$ cat src/rtl/fadd_stream_acc.sv
// Streaming FP accumulator: folds adder-tree beats into one sum per packet and queues results in a FWFT FIFO.
// Optional define FADD_ACC_CNT_EN adds the per-packet beat counter, the FIFO count field and the out_cnt port.

module fp_add #(
  parameter int sig_width = 7,
  parameter int exp_width = 8
) (
  input  logic [sig_width+exp_width:0] a,
  input  logic [sig_width+exp_width:0] b,
  input  logic [2:0]                   rnd,
  output logic [sig_width+exp_width:0] z,
  output logic [7:0]                   status
);
  localparam int DW = sig_width + exp_width + 1;
  localparam int MW = sig_width + 1;  // mantissa including hidden bit
  localparam int XW = MW + 3;         // plus guard, round and sticky
  localparam logic [exp_width-1:0] EXP_ONE = {{(exp_width-1){1'b0}}, 1'b1};
  localparam logic [exp_width-1:0] EXP_MAX = '1;
  localparam logic [exp_width:0]   EXN_ONE = {{exp_width{1'b0}}, 1'b1};
  localparam logic [exp_width:0]   EXN_MAX = {1'b0, EXP_MAX};

  logic                 swap, sign_l, sign_s, eff_sub;
  logic [exp_width-1:0] exp_l, exp_s, eff_exp_l, eff_exp_s, shift;
  logic [sig_width-1:0] frac_l, frac_s;
  logic [XW-1:0]        ext_l, ext_s, aligned, norm;
  logic                 sticky, guard, rs, inexact, round_up;
  logic [XW:0]          sum_raw;
  logic [exp_width:0]   exp_n, exp_r;
  logic [MW:0]          rounded;
  logic                 a_nan, b_nan, a_inf, b_inf;

  assign a_nan = (&a[DW-2:sig_width]) && (|a[sig_width-1:0]);
  assign b_nan = (&b[DW-2:sig_width]) && (|b[sig_width-1:0]);
  assign a_inf = (&a[DW-2:sig_width]) && (a[sig_width-1:0] == '0);
  assign b_inf = (&b[DW-2:sig_width]) && (b[sig_width-1:0] == '0);

  // Order operands by magnitude so the subtraction below never goes negative.
  assign swap = b[DW-2:0] > a[DW-2:0];
  assign {sign_l, exp_l, frac_l} = swap ? b : a;
  assign {sign_s, exp_s, frac_s} = swap ? a : b;
  assign eff_sub   = sign_l ^ sign_s;
  assign eff_exp_l = (exp_l == '0) ? EXP_ONE : exp_l;
  assign eff_exp_s = (exp_s == '0) ? EXP_ONE : exp_s;
  assign shift     = eff_exp_l - eff_exp_s;

  assign ext_l   = {exp_l != '0, frac_l, 3'b000};
  assign ext_s   = {exp_s != '0, frac_s, 3'b000};
  assign sticky  = |(ext_s & ~({XW{1'b1}} << shift));
  assign aligned = (ext_s >> shift) | {{(XW-1){1'b0}}, sticky};
  assign sum_raw = eff_sub ? ({1'b0, ext_l} - {1'b0, aligned})
                           : ({1'b0, ext_l} + {1'b0, aligned});

  always_comb begin
    // NOTE: blocking assignments chain the normalisation steps within one evaluation; registers elsewhere use <=.
    norm  = sum_raw[XW-1:0];
    exp_n = {1'b0, eff_exp_l};
    if (sum_raw[XW]) begin
      norm  = sum_raw[XW:1] | {{(XW-1){1'b0}}, sum_raw[0]};
      exp_n = exp_n + EXN_ONE;
    end else begin
      for (int i = 0; i < XW; i++) begin
        if (!norm[XW-1] && (exp_n > EXN_ONE)) begin
          norm  = norm << 1;
          exp_n = exp_n - EXN_ONE;
        end
      end
    end
  end

  assign guard   = norm[2];
  assign rs      = |norm[1:0];
  assign inexact = guard | rs;

  always_comb begin
    case (rnd)
      3'd1:    round_up = 1'b0;
      3'd2:    round_up = inexact & ~sign_l;
      3'd3:    round_up = inexact & sign_l;
      3'd4:    round_up = guard;
      3'd5:    round_up = inexact;
      default: round_up = guard & (rs | norm[3]);
    endcase
  end

  assign rounded = {1'b0, norm[XW-1:3]} + {{MW{1'b0}}, round_up};
  // Exponent field is zero when the result stays subnormal after rounding.
  assign exp_r   = rounded[MW] ? (exp_n + EXN_ONE) : (rounded[MW-1] ? exp_n : '0);

  always_comb begin
    status = '0;
    if (a_nan || b_nan || (a_inf && b_inf && eff_sub)) begin
      z         = {1'b0, EXP_MAX, 1'b1, {(sig_width-1){1'b0}}};
      status[2] = 1'b1;
    end else if (a_inf || b_inf) begin
      z         = {sign_l, EXP_MAX, {sig_width{1'b0}}};
      status[1] = 1'b1;
    end else if (sum_raw == '0) begin
      z         = {(eff_sub ? (rnd == 3'd3) : sign_l), {(DW-1){1'b0}}};
      status[0] = 1'b1;
    end else if (exp_r >= EXN_MAX) begin
      status[4] = 1'b1;
      status[5] = 1'b1;
      if ((rnd == 3'd1) || ((rnd == 3'd2) && sign_l) || ((rnd == 3'd3) && !sign_l))
        z = {sign_l, EXP_MAX - EXP_ONE, {sig_width{1'b1}}};
      else
        z = {sign_l, EXP_MAX, {sig_width{1'b0}}};
    end else begin
      z         = {sign_l, exp_r[exp_width-1:0], rounded[sig_width-1:0]};
      status[5] = inexact;
    end
  end
endmodule

module fadd_stream_acc #(
  parameter int sig_width  = 7,
  parameter int exp_width  = 8,
  parameter int DATA_BIT   = sig_width + exp_width + 1,
  parameter int FIFO_DEPTH = 4,
  parameter int CNT_WIDTH  = 16
) (
  input  logic                 clk,
  input  logic                 rstn,
  input  logic [DATA_BIT-1:0]  in_data,
  input  logic                 in_valid,
  input  logic                 in_last,
  output logic [DATA_BIT-1:0]  out_data,
  output logic                 out_valid,
  input  logic                 out_ready,
`ifdef FADD_ACC_CNT_EN
  output logic [CNT_WIDTH-1:0] out_cnt,
`endif
  output logic                 busy,
  output logic                 err_ovf
);
  localparam int AW = (FIFO_DEPTH > 1) ? $clog2(FIFO_DEPTH) : 1;
`ifdef FADD_ACC_CNT_EN
  localparam int EW = DATA_BIT + CNT_WIDTH;
`else
  localparam int EW = DATA_BIT;
  localparam int cnt_width_unused = CNT_WIDTH;
`endif
  localparam logic [AW:0] DEPTH_OCC = FIFO_DEPTH[AW:0];

  typedef enum logic {IDLE, ACCUM} state_t;
  state_t state, state_nxt;

  logic [DATA_BIT-1:0] acc, add_b, sum;
  logic [7:0]          add_status_unused;
  logic                push, pop, full, push_ok, drop;
  logic [EW-1:0]       entry, head;
  logic [EW-1:0]       mem [FIFO_DEPTH];
  logic [AW-1:0]       wr_ptr, rd_ptr;
  logic [AW:0]         occ;

  assign add_b = in_valid ? in_data : '0;

  fp_add #(
    .sig_width(sig_width),
    .exp_width(exp_width)
  ) u_add (
    .a      (acc),
    .b      (add_b),
    .rnd    (3'b000),
    .z      (sum),
    .status (add_status_unused)
  );

  always_ff @(posedge clk or negedge rstn) begin
    if (!rstn) state <= IDLE;
    else       state <= state_nxt;
  end

  always_comb begin
    // NOTE: every output of this block gets a default first, so no path can infer a latch.
    state_nxt = state;
    push      = 1'b0;
    case (state)
      IDLE: begin
        if (in_last)       push      = 1'b1;
        else if (in_valid) state_nxt = ACCUM;
      end
      ACCUM: begin
        if (in_last) begin
          push      = 1'b1;
          state_nxt = IDLE;
        end
      end
      default: state_nxt = IDLE;
    endcase
  end

  assign busy = (state == ACCUM);

  always_ff @(posedge clk or negedge rstn) begin
    if (!rstn)         acc <= '0;
    else if (in_last)  acc <= '0;
    else if (in_valid) acc <= sum;
  end

`ifdef FADD_ACC_CNT_EN
  logic [CNT_WIDTH-1:0] beats, beats_inc, push_cnt;

  assign beats_inc = (&beats) ? beats : beats + 1'b1;
  assign push_cnt  = in_valid ? beats_inc : beats;

  always_ff @(posedge clk or negedge rstn) begin
    if (!rstn)         beats <= '0;
    else if (in_last)  beats <= '0;
    else if (in_valid) beats <= beats_inc;
  end

  assign entry    = {sum, push_cnt};
  assign out_data = out_valid ? head[EW-1 -: DATA_BIT] : '0;
  assign out_cnt  = out_valid ? head[CNT_WIDTH-1:0] : '0;
`else
  assign entry    = sum;
  assign out_data = out_valid ? head : '0;
`endif

  // A pop in the same cycle frees the slot a push into a full FIFO needs.
  assign out_valid = (occ != '0);
  assign full      = (occ == DEPTH_OCC);
  assign pop       = out_valid & out_ready;
  assign push_ok   = push & (~full | pop);
  assign drop      = push & full & ~pop;
  assign head      = mem[rd_ptr];

  // NOTE: the storage array is not reset; out_valid gates it, so clearing the pointers is enough.
  always_ff @(posedge clk) begin
    if (push_ok) mem[wr_ptr] <= entry;
  end

  always_ff @(posedge clk or negedge rstn) begin
    if (!rstn) begin
      wr_ptr  <= '0;
      rd_ptr  <= '0;
      occ     <= '0;
      err_ovf <= 1'b0;
    end else begin
      if (push_ok) wr_ptr <= wr_ptr + 1'b1;
      if (pop)     rd_ptr <= rd_ptr + 1'b1;
      case ({push_ok, pop})
        2'b10:   occ <= occ + 1'b1;
        2'b01:   occ <= occ - 1'b1;
        default: occ <= occ;
      endcase
      if (drop) err_ovf <= 1'b1;
    end
  end
endmodule
$ cat config.mk
export PLATFORM = sky130hd
export DESIGN_NAME = fadd_stream_acc
export DESIGN_NICKNAME = d
export VERILOG_FILES = /design/src/rtl/fadd_stream_acc.sv
export SDC_FILE = /design/constraint.sdc
export NUM_CORES = 1
export LEC_CHECK = 0
export CORE_MARGIN = 10
export CORE_UTILIZATION = 30
export CTS_BUF_LIST = sky130_fd_sc_hd__clkbuf_4 sky130_fd_sc_hd__clkbuf_8
export DETAILED_ROUTE_END_ITERATION = 8
export SYNTH_ARGS = -nofsm -noshare
export SYNTH_HDL_FRONTEND = slang
export SYNTH_SLANG_ARGS = --single-unit
$ cat constraint.sdc
create_clock -name clk -period 31.7 [get_ports clk]
set_input_delay 4.755 -clock clk [delete_from_list [all_inputs] [get_ports clk]]
set_output_delay 4.755 -clock clk [all_outputs]
set_load 0.02 [all_outputs]
* After elaboration in Yosys (flattened, before gate mapping)
Memories as Yosys holds them, arrays and structs flattened. Cells that the tools add are included.
Storage, ports and cells: flip-flop bits (word level) 25, RAM bits 64, input port bits 21, output and inout bits 19, logic and storage cells 176, memories 1
Operators by class: add/sub/neg operators 21, $lt $le $gt $ge 13, equality and inequality tests 3, shift-type cells 2, multiplexer cells 68, bitwise gates (word level) 15, reductions and logical operators 47
Memory list:
- mem | depth 4, bits a word 16, rd ports 1, clocked after memory_dff 0, write ports 1, line 151 | logic [EW-1:0] mem [FIFO_DEPTH];
Operators with widths (count):
- two-way mux 11 bit | 22
- two-way mux 9 bit | 24
- two-way mux 16 bit | 9
- > comparator 9 x 1 -> 1 bit (second input constant) | 10
- subtractor 9 x 1 -> 9 bit (second input constant) | 10
- bitwise OR 11 x 1 -> 11 bit | 2
- logical AND 1 bit | 17
- zero test 8 bit | 2
- two-way mux 8 bit | 2
- AND reduction 8 bit | 2
- nonzero test 8 bit | 2
- > comparator 15 bit | 1
- two-way mux 15 bit | 1
- zero test 7 bit | 2
- OR reduction 7 bit | 2
- adder 11 x 11 -> 12 bit | 1
- zero test 12 bit | 1
- two-way mux 12 bit | 1
- subtractor 11 x 11 -> 12 bit | 1
- AND 11 bit | 1
- zero test 1 bit | 11
- inverter 11 bit | 1
- OR reduction 11 bit | 1
- left shift 11 x 8 -> 11 bit (first input constant) | 1
- 25 further kinds | 42

* Logic depth before layout (Yosys ltp)
word-level depth 70, mapped depth 126, depth with buffers taken out 107

* Modules after synthesis
Synthesis repeated with hierarchy kept, for this count alone.
Unflattened totals: cell total of the unflattened synthesis 1918, area, all modules 15113.2 µm²
By module, submodules not included:
- fp_add | instances 1, cells an instance 1689, area each 11342.1 µm², seq. area each 0.0 µm²
- fadd_stream_acc | instances 1, cells an instance 229, area each 3771.1 µm², seq. area each 2547.4 µm²

* Least setup slack after synthesis
OpenSTA, ideal clock, no wires.
kind input to register, start point in in_valid, end point mem mem[0][2] (netlist bit) (data pin), library setup time 0.301 ns, arrival 28.963 ns, data required time 31.399 ns, path slack 2.436 ns, stages on the path 123, buffers on the path 19, cell sequence buf_2 > buf_2 > clkbuf_1 > clkbuf_1 > nand2_1 > inv_1 > ha_1 > nand4_1 > a2111o_1 > o21bai_1 > or2_0 > buf_2 > a21oi_2 > clkbuf_1 > clkbuf_1 > buf_1 > nor2_1 > a21oi_1 > (+87 left out) > inv_1 > ha_1 > nand2b_1 > o2111ai_4 > o21a_2 > nor3_1 > a211o_1 > nor2_1 > ha_1 > o2111ai_1 > nor4b_1 > buf_2 > and4b_1 > o21ai_0 > a211o_1 > nand2_2 > buf_2 > nor3_1
Between the ends: word-level cells in the longest chain between the ends 68, elaborated cells on any way between the ends 134, those cells by class add/sub: 17; order compare: 13; shift: 2; mux: 56; bitwise: 7; reduce/logical: 39
RTL lines:
- from (decl) | line 124 | input logic in_valid,
- two-way mux 16 bit * | line 155 | assign add_b = in_valid ? in_data : '0;
- > comparator 15 bit | line 38 | assign swap = b[DW-2:0] > a[DW-2:0];
- two-way mux 16 bit, on equally long branches | line 39, 40
- zero test 8 bit, on equally long branches | line 42, 43
- two-way mux 8 bit, on equally long branches | line 42, 43
- subtractor 8 bit | line 44 | assign shift = eff_exp_l - eff_exp_s;
- left shift 11 x 8 -> 11 bit | line 48 | assign sticky = |(ext_s & ~({XW{1'b1}} << shift));
- inverter 11 bit | line 48
- (+52 left out)
- adder 8 x 1 -> 9 bit | line 85 | assign rounded = {1'b0, norm[XW-1:3]} + {{MW{1'b0}}, round_up};
- two-way mux 9 bit (2 in a row) | line 87 | assign exp_r = rounded[MW] ? (exp_n + EXN_ONE) : (rounded[MW-1] ? exp_n : '0);
- >= comparator 9 x 8 -> 1 bit | line 100 | end else if (exp_r >= EXN_MAX) begin
- two-way mux 15 bit | line 100
- two-way mux 16 bit | line 97 | end else if (sum_raw == '0) begin
- two-way mux 16 bit | line 94 | end else if (a_inf || b_inf) begin
- two-way mux 16 bit * | line 91 | if (a_nan || b_nan || (a_inf && b_inf && eff_sub)) begin
- net entry[2] | line 150 | logic [EW-1:0] entry, head;
- to (decl) | line 151
The timed path passes the listed nets; every way through them passes the cells marked *. The select of a mux whose other input is x is not followed.

* Final worst setup path
start point in in_data[14], end point mem mem[0][0] (netlist bit) (data pin)
Between the ends: word-level cells in the longest chain between the ends 68, elaborated cells on any way between the ends 132, those cells by class add/sub: 17; order compare: 13; shift: 2; mux: 56; bitwise: 7; reduce/logical: 37
RTL lines:
- from (decl) | line 123 | input logic [DATA_BIT-1:0] in_data,
- two-way mux 16 bit * | line 155
- > comparator 15 bit | line 38
- two-way mux 16 bit, on equally long branches | line 39, 40
- zero test 8 bit, on equally long branches | line 42, 43
- two-way mux 8 bit, on equally long branches | line 42, 43
- subtractor 8 bit | line 44
- left shift 11 x 8 -> 11 bit | line 48
- inverter 11 bit | line 48
- (+52 left out)
- adder 8 x 1 -> 9 bit | line 85
- two-way mux 9 bit (2 in a row) | line 87
- >= comparator 9 x 8 -> 1 bit | line 100
- two-way mux 15 bit | line 100
- two-way mux 16 bit | line 97
- two-way mux 16 bit | line 94
- two-way mux 16 bit * | line 91
- net entry[0] | line 150
Marks and branches as above.

==> results.yml <==
drt:
  post-route-drc-count: 0
  vias: 15369
  detail-route-antenna-nets: 0
  wl_per_cell_um: 18.53
  wl_um: 48740
  drt_iter0_drc: 1759
  first_pass_iters: 6
  viasPerCell: 5.842
worst_setup_path:
  cpMostUsedCell: "ha_1"
  slowest_delay_ps: 780
  crit_arrival_ps: 29770
  worst_path_max_delay_cell: "or4_1"
  worstPathMaxFanout: 20
  crit_type: "input port to flip-flop"
  critPathCaptureType: "flip-flop"
  crit_path_start_kind: "input port"
  rrSetupSlack_ps: 6530
  worst_ep_required_time_ps: 31770
floorplan:
  core.rowCount: 82
  die_h_um: 244.4
  die_width_um: 244.4
  die_area_um2: 59750
  initial_core_util: 0.3024
  ios: 40
  coreArea_um2: 49970
global_routing:
  grt_pass1_vias: 14409
  antenna_found_initial: 0
  grt_usage: 0.1571
  grt_pass1_wl_um: 79450
  grt.overflow.total: 0
  grt_max_degree: 33
placement:
  post-place-ws_ps: 279.7
  place_area_um2: 16140
  gp_congestion: 0.9605
  port_buffers: 39
  place_hpwl_um: 38880
timing:
  final_max_slew_viol_count: 0
  finalSetupTns_ps: 0
  min_period_ps: 29700
  setup_ws_ps: 2001
  setup_viol: 0
  hold_viol: 0
  fin_skew_ps: 16.64
  timing.fmax_mhz: 33.67
  maxSlewHeadroom: 0.2613
  worst_pin_slew_ps: 1104
  fin_crit_sh: 0.9369
outcome:
  status: "complete, no violations"
clocking:
  cts_buffers: 9
  cts_tree: "done"
  clock_latency_ps: 360
  clkTransAtPathRegs_ps: 80
  holdBufCountCts: 0
  clkSinkCount: 89
  ctsHtreeMaxLevel: 3
  cts-root-buf: "clkbuf_8"
  cts_max_path_buffers: 2
yosys:
  synth_seq_area_share: 0.1686
  syn_avg_cell_area_um2: 7.702
  synthCells: 1962
  syn-num-nets: 2051
  synth_edf_count: 64
  async_flop_share: 0.2809
  yosys_warnings: 0
  synth_area_um2: 15110
  synth_cell_types: 141
  synthFlopType: "edfxtp_1"
  synth_seq_cells: 89
run:
  max_cap_violations: 0
cells_and_area:
  drive_gt1_frac: 0.1194
  finish.utilization: 0.3301
  n_antenna_cell: 0
  design_area_um2: 16490
  fin_nets: 2043
  syn2layout_area_growth_pct: 9.158
worst_hold_path:
  hp-class: "flip-flop to flip-flop"
[cell families after synthesis]
family,share of synthesized area
adder cells (fa/ha/maj),0.05780
AO/OA/AOI/OAI,0.3105
flip-flops,0.1686
multiplexers,0.08669
AND/OR/NAND/NOR,0.2819
buffers and inverters,0.05150
XOR/XNOR,0.04306
[final cells by class]
cell class | count | area, um2
repair buffers | 80 | 695.7
fillers | 5309 | 33470
well taps | 672 | 840.8
inverters | 88 | 330.3
clock buffers | 11 | 138.9
flip-flops and latches | 89 | 2547
multi-input cells | 1686 | 11860
clock inverters | 5 | 82.58
[timing repair]
item,CTS,global route
hold endpoints to repair,0,0
setup endpoints to repair,0,75
resized for setup,0,18
setup buffers,0,8
[critical path, delay by kind of cell]
family                   cells  cell delay [ps]
AND/OR/NAND/NOR             32             7010
XOR/XNOR                     2              420
buffers and inverters       15             2500
multiplexers                 5             1790
adder cells (fa/ha/maj)     13             3330
AO/OA/AOI/OAI               39             9930
[final timing paths]
kind	start	endpoint	depth (start not counted)
worst max-delay path	in_data[14]	mem[0][0]$_DFFE_PP_	106
worst min-delay path	err_ovf$_DFFE_PN0P_	err_ovf$_DFFE_PN0P_	1
worst max register to register	acc[8]$_DFFE_PN0P_	mem[0][0]$_DFFE_PP_	104
worst min register to register	err_ovf$_DFFE_PN0P_	err_ovf$_DFFE_PN0P_	1
max in group asynchronous	rstn	acc[2]$_DFFE_PN0P_	2
min in group asynchronous	rstn	acc[15]$_DFFE_PN0P_	2
[state kept, by name, summed over array words and instances (netlist names)]
name and cells:
acc 16, wr_ptr 2, occ 3, rd_ptr 2, err_ovf 1, mem 64, busy 1
[cell usage after synthesis (8+ instances only)]
library cell,n,area [um2]
o211ai_1,32,240.2
a211oi_1,22,165.2
or3_1,27,168.9
buf_2,25,125.1
clkbuf_1,62,232.7
and3_1,15,93.84
o2111ai_1,10,87.58
o21ai_0,116,580.6
a21oi_1,103,515.5
nor4b_1,9,78.83
nor4_1,14,87.58
o21ai_1,15,75.07
a31oi_1,24,150.1
mux2i_1,62,620.6
nand4_1,42,262.8
nor2b_1,9,56.30
a22oi_1,8,60.06
inv_1,86,322.8
nand2b_1,24,150.1
xnor2_1,53,464.2
o31a_1,8,70.07
nor3_1,68,340.3
mux4_2,17,382.9
mux2_2,24,270.3
o211a_1,8,80.08
xor2_1,15,131.4
o22ai_1,13,81.33
edfxtp_1,64,1922
nand3_1,71,355.3
dfrtp_1,25,625.6
nand2_1,215,807.0
and2_1,58,362.9
nor2_1,191,716.9
a211o_1,13,113.9
o21a_1,21,157.7
or2_2,12,75.07
ha_1,65,813.3
o31ai_1,13,97.59
a21o_1,26,195.2
[through the flow]
step / instances / hold WS (ps)
after floorplan: 1962 / 447.1
after global routing: 2631 / 492.4
after detailed placement: 2607 / 445.8
after global placement: 2607 / 441.8
after CTS: 2623 / 464.0
final: 2631 / 464.9
[layer usage]
metal,wire length [um],vias to the layer above,track usage
met3,2830,62,0.01439
met4,1100,0,0.04055
met5,0,-,0
li1,-,7430,-
met2,21860,591,0.2527
met1,22950,7286,0.2208
[cells in the final DEF (no fill, tap or decap), types with 58 or more instances in the layout]
cell	Yosys	final
nor2_1	191	191
o21ai_0	116	116
mux2i_1	62	61
and2_1	58	58
nand2_1	215	215
ha_1	65	65
nand3_1	71	71
edfxtp_1	64	64
nor3_1	68	64
inv_1	86	86
a21oi_1	103	101
Power is not shown: default switching activity piles up to over one toggle a cycle in this logic, so the estimate is an artifact.
